--- src/rtl/uart_instruction_rx.sv ---
// 8N1 UART receiver that packs four bytes, least-significant byte first, into one 32-bit instruction word.
// A framing error or an inter-byte timeout discards the partial word, so later words stay aligned.
module uart_instruction_rx #(
   parameter int CLK_FREQ     = 50000000,
   parameter int BAUD         = 115200,
   parameter int TIMEOUT_BITS = 64
) (
   input  logic        clk,
   input  logic        rst,
   input  logic        i_rx,
   output logic [31:0] o_instruction,
   output logic        o_data_received,
   output logic        o_frame_error,
   output logic        o_timeout,
   output logic [1:0]  o_byte_count,
   output logic        o_busy
);

   localparam int CLKS_PER_BIT = CLK_FREQ / BAUD;
   localparam int TIMEOUT_CLKS = CLKS_PER_BIT * TIMEOUT_BITS;
   localparam int CW           = $clog2(CLKS_PER_BIT + 1);
   localparam int TW           = $clog2(TIMEOUT_CLKS + 1);
   localparam logic [CW-1:0] BIT_LAST  = CW'(CLKS_PER_BIT - 1);
   localparam logic [CW-1:0] HALF_LAST = CW'(CLKS_PER_BIT / 2 - 1);
   localparam logic [TW-1:0] TO_LAST   = TW'(TIMEOUT_CLKS - 1);

   typedef enum logic [2:0] {
      S_IDLE,
      S_START,
      S_DATA,
      S_STOP,
      S_WAIT_HIGH
   } state_t;

   logic [1:0]    sync_q;
   logic          rx_s;
   state_t        state_q, state_d;
   logic [CW-1:0] clk_cnt_q, clk_cnt_d;
   logic [2:0]    bit_cnt_q, bit_cnt_d;
   logic [7:0]    shift_q, shift_d;
   logic [23:0]   word_q, word_d;
   logic [1:0]    byte_cnt_q, byte_cnt_d;
   logic [31:0]   instr_q, instr_d;
   logic          data_rcv_q, data_rcv_d;
   logic          frame_err_q, frame_err_d;
   logic          timeout_q, timeout_d;
   logic [TW-1:0] to_cnt_q, to_cnt_d;

   assign rx_s = sync_q[1];

   always_ff @(posedge clk) begin
      if (!rst) begin
         sync_q      <= 2'b11;
         state_q     <= S_IDLE;
         clk_cnt_q   <= '0;
         bit_cnt_q   <= '0;
         shift_q     <= '0;
         word_q      <= '0;
         byte_cnt_q  <= '0;
         instr_q     <= '0;
         data_rcv_q  <= 1'b0;
         frame_err_q <= 1'b0;
         timeout_q   <= 1'b0;
         to_cnt_q    <= '0;
      end else begin
         sync_q      <= {sync_q[0], i_rx};
         state_q     <= state_d;
         clk_cnt_q   <= clk_cnt_d;
         bit_cnt_q   <= bit_cnt_d;
         shift_q     <= shift_d;
         word_q      <= word_d;
         byte_cnt_q  <= byte_cnt_d;
         instr_q     <= instr_d;
         data_rcv_q  <= data_rcv_d;
         frame_err_q <= frame_err_d;
         timeout_q   <= timeout_d;
         to_cnt_q    <= to_cnt_d;
      end
   end

   always_comb begin
      state_d     = state_q;
      clk_cnt_d   = clk_cnt_q;
      bit_cnt_d   = bit_cnt_q;
      shift_d     = shift_q;
      word_d      = word_q;
      byte_cnt_d  = byte_cnt_q;
      instr_d     = instr_q;
      data_rcv_d  = 1'b0;
      frame_err_d = 1'b0;
      timeout_d   = 1'b0;
      to_cnt_d    = '0;

      case (state_q)
         S_IDLE: begin
            clk_cnt_d = '0;
            bit_cnt_d = '0;
            if (!rx_s) begin
               state_d = S_START;
            end
         end
         S_START: begin
            // Re-check the line mid start bit; a high level means it was only a glitch.
            if (clk_cnt_q == HALF_LAST) begin
               clk_cnt_d = '0;
               state_d   = rx_s ? S_IDLE : S_DATA;
            end else begin
               clk_cnt_d = clk_cnt_q + 1'b1;
            end
         end
         S_DATA: begin
            if (clk_cnt_q == BIT_LAST) begin
               clk_cnt_d = '0;
               shift_d   = {rx_s, shift_q[7:1]};
               bit_cnt_d = bit_cnt_q + 3'd1;
               if (bit_cnt_q == 3'd7) begin
                  state_d = S_STOP;
               end
            end else begin
               clk_cnt_d = clk_cnt_q + 1'b1;
            end
         end
         S_STOP: begin
            if (clk_cnt_q == BIT_LAST) begin
               clk_cnt_d = '0;
               if (rx_s) begin
                  state_d = S_IDLE;
                  case (byte_cnt_q)
                     2'd0:    word_d[7:0]   = shift_q;
                     2'd1:    word_d[15:8]  = shift_q;
                     2'd2:    word_d[23:16] = shift_q;
                     default: begin
                        instr_d    = {shift_q, word_q};
                        data_rcv_d = 1'b1;
                     end
                  endcase
                  byte_cnt_d = byte_cnt_q + 2'd1;
               end else begin
                  frame_err_d = 1'b1;
                  byte_cnt_d  = '0;
                  state_d     = S_WAIT_HIGH;
               end
            end else begin
               clk_cnt_d = clk_cnt_q + 1'b1;
            end
         end
         S_WAIT_HIGH: begin
            if (rx_s) begin
               state_d = S_IDLE;
            end
         end
         default: state_d = S_IDLE;
      endcase

      // Timeout only runs between bytes of a partial word; a coincident start bit begins a fresh word.
      if (state_q == S_IDLE && byte_cnt_q != 2'd0) begin
         if (to_cnt_q == TO_LAST) begin
            timeout_d  = 1'b1;
            byte_cnt_d = '0;
         end else begin
            to_cnt_d = to_cnt_q + 1'b1;
         end
      end
   end

   assign o_instruction   = instr_q;
   assign o_data_received = data_rcv_q;
   assign o_frame_error   = frame_err_q;
   assign o_timeout       = timeout_q;
   assign o_byte_count    = byte_cnt_q;
   assign o_busy          = (state_q != S_IDLE);

endmodule

--- config.mk ---
export PLATFORM = sky130hd
export DESIGN_NAME = uart_instruction_rx
export DESIGN_NICKNAME = d
export VERILOG_FILES = /design/src/rtl/uart_instruction_rx.sv
export SDC_FILE = /design/constraint.sdc
export NUM_CORES = 1
export LEC_CHECK = 0
export CAP_MARGIN = 15
export CORE_MARGIN = 4
export CORE_UTILIZATION = 55
export DETAILED_ROUTE_END_ITERATION = 6
export HOLD_SLACK_MARGIN = 0.08
export PLACE_DENSITY = 0.79
export SETUP_SLACK_MARGIN = 0.3
export SLEW_MARGIN = 20
export SYNTH_ARGS = -nofsm -noshare
export SYNTH_HDL_FRONTEND = slang
export SYNTH_SLANG_ARGS = --single-unit
--- constraint.sdc ---
create_clock -name clk -period 5.45 [get_ports clk]
set_clock_uncertainty 0.15 [all_clocks]
set_input_delay 1.09 -clock clk [delete_from_list [all_inputs] [get_ports clk]]
set_output_delay 1.09 -clock clk [all_outputs]
set_load 0.05 [all_outputs]
==> results by group <==
Setup path
  – R2r endpoint: word_q[6]
  – CP Class: reg -> out
  – Startpoint of the worst-slack reg-to-reg timing path: clk_cnt_q[1]
  – CP Max Fanout: 20
  – Reg2Reg Depth: 7
  – CP Data Arrival Time: around 2.1 ns
  – Critical path required time: 4.21 ns
  – CP startpoint kind: flop
  – Reg2reg setup slack: 3.28 ns
  – CP endpoint kind: primary output

Clocking
  – CTS clk-pin slew, worst paths: 0.09 ns
  – Clock Path Buffers: 2
  – Post-CTS Setup Repair Bufs: 0
  – TritonCTS Sinks: approximately 100
  – Hold buffers post-CTS: 0
  – TritonCTS clock tree: built
  – Clock H-tree levels: 3
  – Worst-skew pair later-pin latency: 0.36 ns
  – Cts repair resizes: 0
  – TritonCTS buffer count: 9
  – Clock root buffer: clkbuf_8

Placed design
  – RD Place Congestion: 0.839
  – Cells after DPL: 608
  – Dpl hpwl: 5790 microns
  – Setup WS pre-CTS: ~2.5 ns
  – PortBufs: 40

Detailed routing
  – DR DRC count: 0
  – WL final: 8840 microns
  – Number of routed nets with antenna violations: 0
  – Drt wl/cell: 14.2 microns
  – Via count: ~3600
  – DRT Pass-1 Iters: 5
  – Avg Vias per Cell: 5.73
  – Starting DRT DRC Count: roughly 170

Synthesis
  – Post-Syn Nets: 516
  – Cell accounting for the most synthesized area: dfxtp_1
  – Synth Cell Area: roughly 4500 sq um
  – Top post-synthesis cells by area: dfxtp_1 45%, a21boi_0 10%, nand3_1 7.3%
  – Ys async rst share: 0%
  – Top-area cell type share of the netlist area: 45.1%
  – Post-synthesis sequential area ratio: ~45%
  – Main synth FF type: dfxtp_1
  – Unique masters post-synth: 50
  – Post-synth EDFFs: 0
  – Most frequent cells after synthesis: 101 x dfxtp_1, 65 x nand3_1, 63 x o21ai_0
  – FF+latch count, synth: 101
  – Mean post-synth cell area: 8.92 sq um
  – Ys Warns: 0
  – Post-Syn Instances: between 500 and 600
  – Top-count cell post-synth: dfxtp_1

Pwr
  – Maximum vdd drop: 0.139 mV
  – Overall Power: 1.20 mW
  – Power Density: 238 nW/um^2
  – Lkg Pwr: 1.64 nW

Hold path
  – Hold EP: sync_q[1]
  – Hold-critical path depth: 1
  – HP Start: sync_q[0]
  – Type of the most critical hold path: reg -> reg

Global route
  – Largest net degree at the start of global routing: 86
  – All-Layer GR Usage: 18.9%
  – Initial antenna violation count: 0
  – First-pass GRT wire length: between 15000 and 20000 microns
  – Total gr overflow: 0
  – Number of global-route vias before repair: 3343

STA
  – RSZ-0062 raised after global routing: false
  – FMAX: 297 MHz
  – Min cycle time layout: between 3 and 4 ns
  – Worst-Margin Slew: between 0.7 and 0.8 ns
  – Setup violators final: 0
  – Final WS setup: 2.08 ns
  – Max Slew Vio Count: 0
  – Final TNS setup: 0 ns
  – Number of hold violations in the final report: 0
  – Tcrit/Tclk final: 61.9%
  – Slew Limit Headroom: 49.5%

Cells and area
  – # diodes: 0
  – P&R area growth vs syn: 12.1%
  – Final nets: between 500 and 600
  – Filler cells: 719
  – Post-Layout Cell Count: 624
  – Share of layout cells above drive strength 1: 5.17%
  – FF+latch area: 2020 sq um
  – Multi-input logic area: 2240 sq um

Job
  – Max Cap Violations: 0

Floorplan
  – FP Rows: 32
  – Initial core utilization: around 57%
  – Die X-Extent: slightly below 100 microns
  – Core area: between 7000 and 8000 sq um
  – Die H: 98.3 microns
  – # IOs: 41
  – Die area: 9670 sq um

Outcome
  – Status: complete, no violations
==> stage by stage <==
stage / utilization (%) / hold WS, ns / cell area, sq um
2_1_floorplan: - / 0.236 / 4490
3_3_place_gp: 61.8 / 0.241 / 4850
3_5_place_dp: 61.8 / 0.246 / 4850
4_1_cts: 64.1 / 0.270 / 5030
5_1_grt: 64.1 / 0.319 / 5030
6_report: 64.1 / 0.267 / 5030
==> worst max path at each step <==
stage / start / cells after the start / endpoint
floorplan: state_q[0] / 2 / o_busy
CTS: state_q[2] / 2 / o_busy
detailed placement: state_q[2] / 2 / o_busy
finish: state_q[2] / 2 / o_busy
global route: state_q[2] / 2 / o_busy
global placement: state_q[2] / 2 / o_busy
==> layout by cell type (no fill, tap or decap), drive strengths merged, types with 2 or more instances in the layout <==
| cell type | count |
|---|---|
| dfxtp | 101 |
| a21boi | 66 |
| nand3 | 65 |
| o21ai | 63 |
| clkdlybuf4s50 | 39 |
| nor2 | 24 |
| nand2 | 13 |
| nor2b | 13 |
| inv | 12 |
| clkbuf | 12 |
| nand4 | 11 |
| ha | 10 |
| mux2i | 9 |
| xnor2 | 8 |
| o21a | 7 |
| o22ai | 5 |
| buf | 5 |
| and2 | 4 |
| xor2 | 4 |
| nand2b | 4 |
| a21oi | 4 |
| nor3 | 4 |
| nor4 | 4 |
| nor3b | 3 |
| and4 | 3 |
| nor4bb | 2 |
| nand4b | 2 |
| nor4b | 2 |
| a41oi | 2 |
| or4 | 2 |
| o31ai | 2 |
| clkinvlp | 2 |
| or3 | 2 |
==> power by group <==
group	switching (mW)	internal [mW]	leakage [nW]
registers	0.00204	0.739	0.814
clock network	0.248	0.181	0.0832
logic	0.0146	0.0128	0.743
==> registers in the layout (all words and copies together) (netlist names) <==
register,count
to_cnt_q,15
state_q,3
shift_q,8
word_q,24
bit_cnt_q,3
o_data_received,1
o_byte_count,2
sync_q,2
o_frame_error,1
o_instruction,32
o_timeout,1
clk_cnt_q,9
==> area by class of cell <==
cell class,count,area share [%]
Clock buffer,12,2.88
Tap cell,102,2.54
Inverter,11,0.821
Multi-Input combinational cell,350,44.5
Sequential cell,101,40.2
Clock inverter,4,0.647
Timing Repair Buffer,44,8.46
==> kinds of logic (layout without fill, tap and decap cells) <==
| kind of cell | after synthesis | count (layout) | share of synthesized area [%] |
|---|---|---|---|
| XOR/XNOR | 12 | 12 | 2.34 |
| AO/OA/AOI/OAI | 154 | 154 | 22.1 |
| AND/OR/NAND/NOR | 164 | 164 | 20.4 |
| buffers and inverters | 52 | 71 | 5.08 |
| multiplexers | 10 | 10 | 2.26 |
| adder cells (fa/ha/maj) | 10 | 10 | 2.79 |
| flip-flops | 101 | 101 | 45.1 |
==> layer usage <==
| metal | global-route usage [%] | vias up | wire length, microns |
|---|---|---|---|
| li1 | - | 1821 | - |
| met1 | 25.1 | 1688 | 4120 |
| met2 | 31.4 | 57 | 4300 |
| met3 | 2.79 | 12 | 276 |
| met4 | 6.72 | 0 | 138 |
| met5 | 0 | - | 0 |
==> worst max-delay path: stages (launching register included) <==
cell and delay (ns):
dfxtp_1 0.69, or3_1 0.26, clkdlybuf4s50_1 0.83
Power figures use the tool's default switching activity.
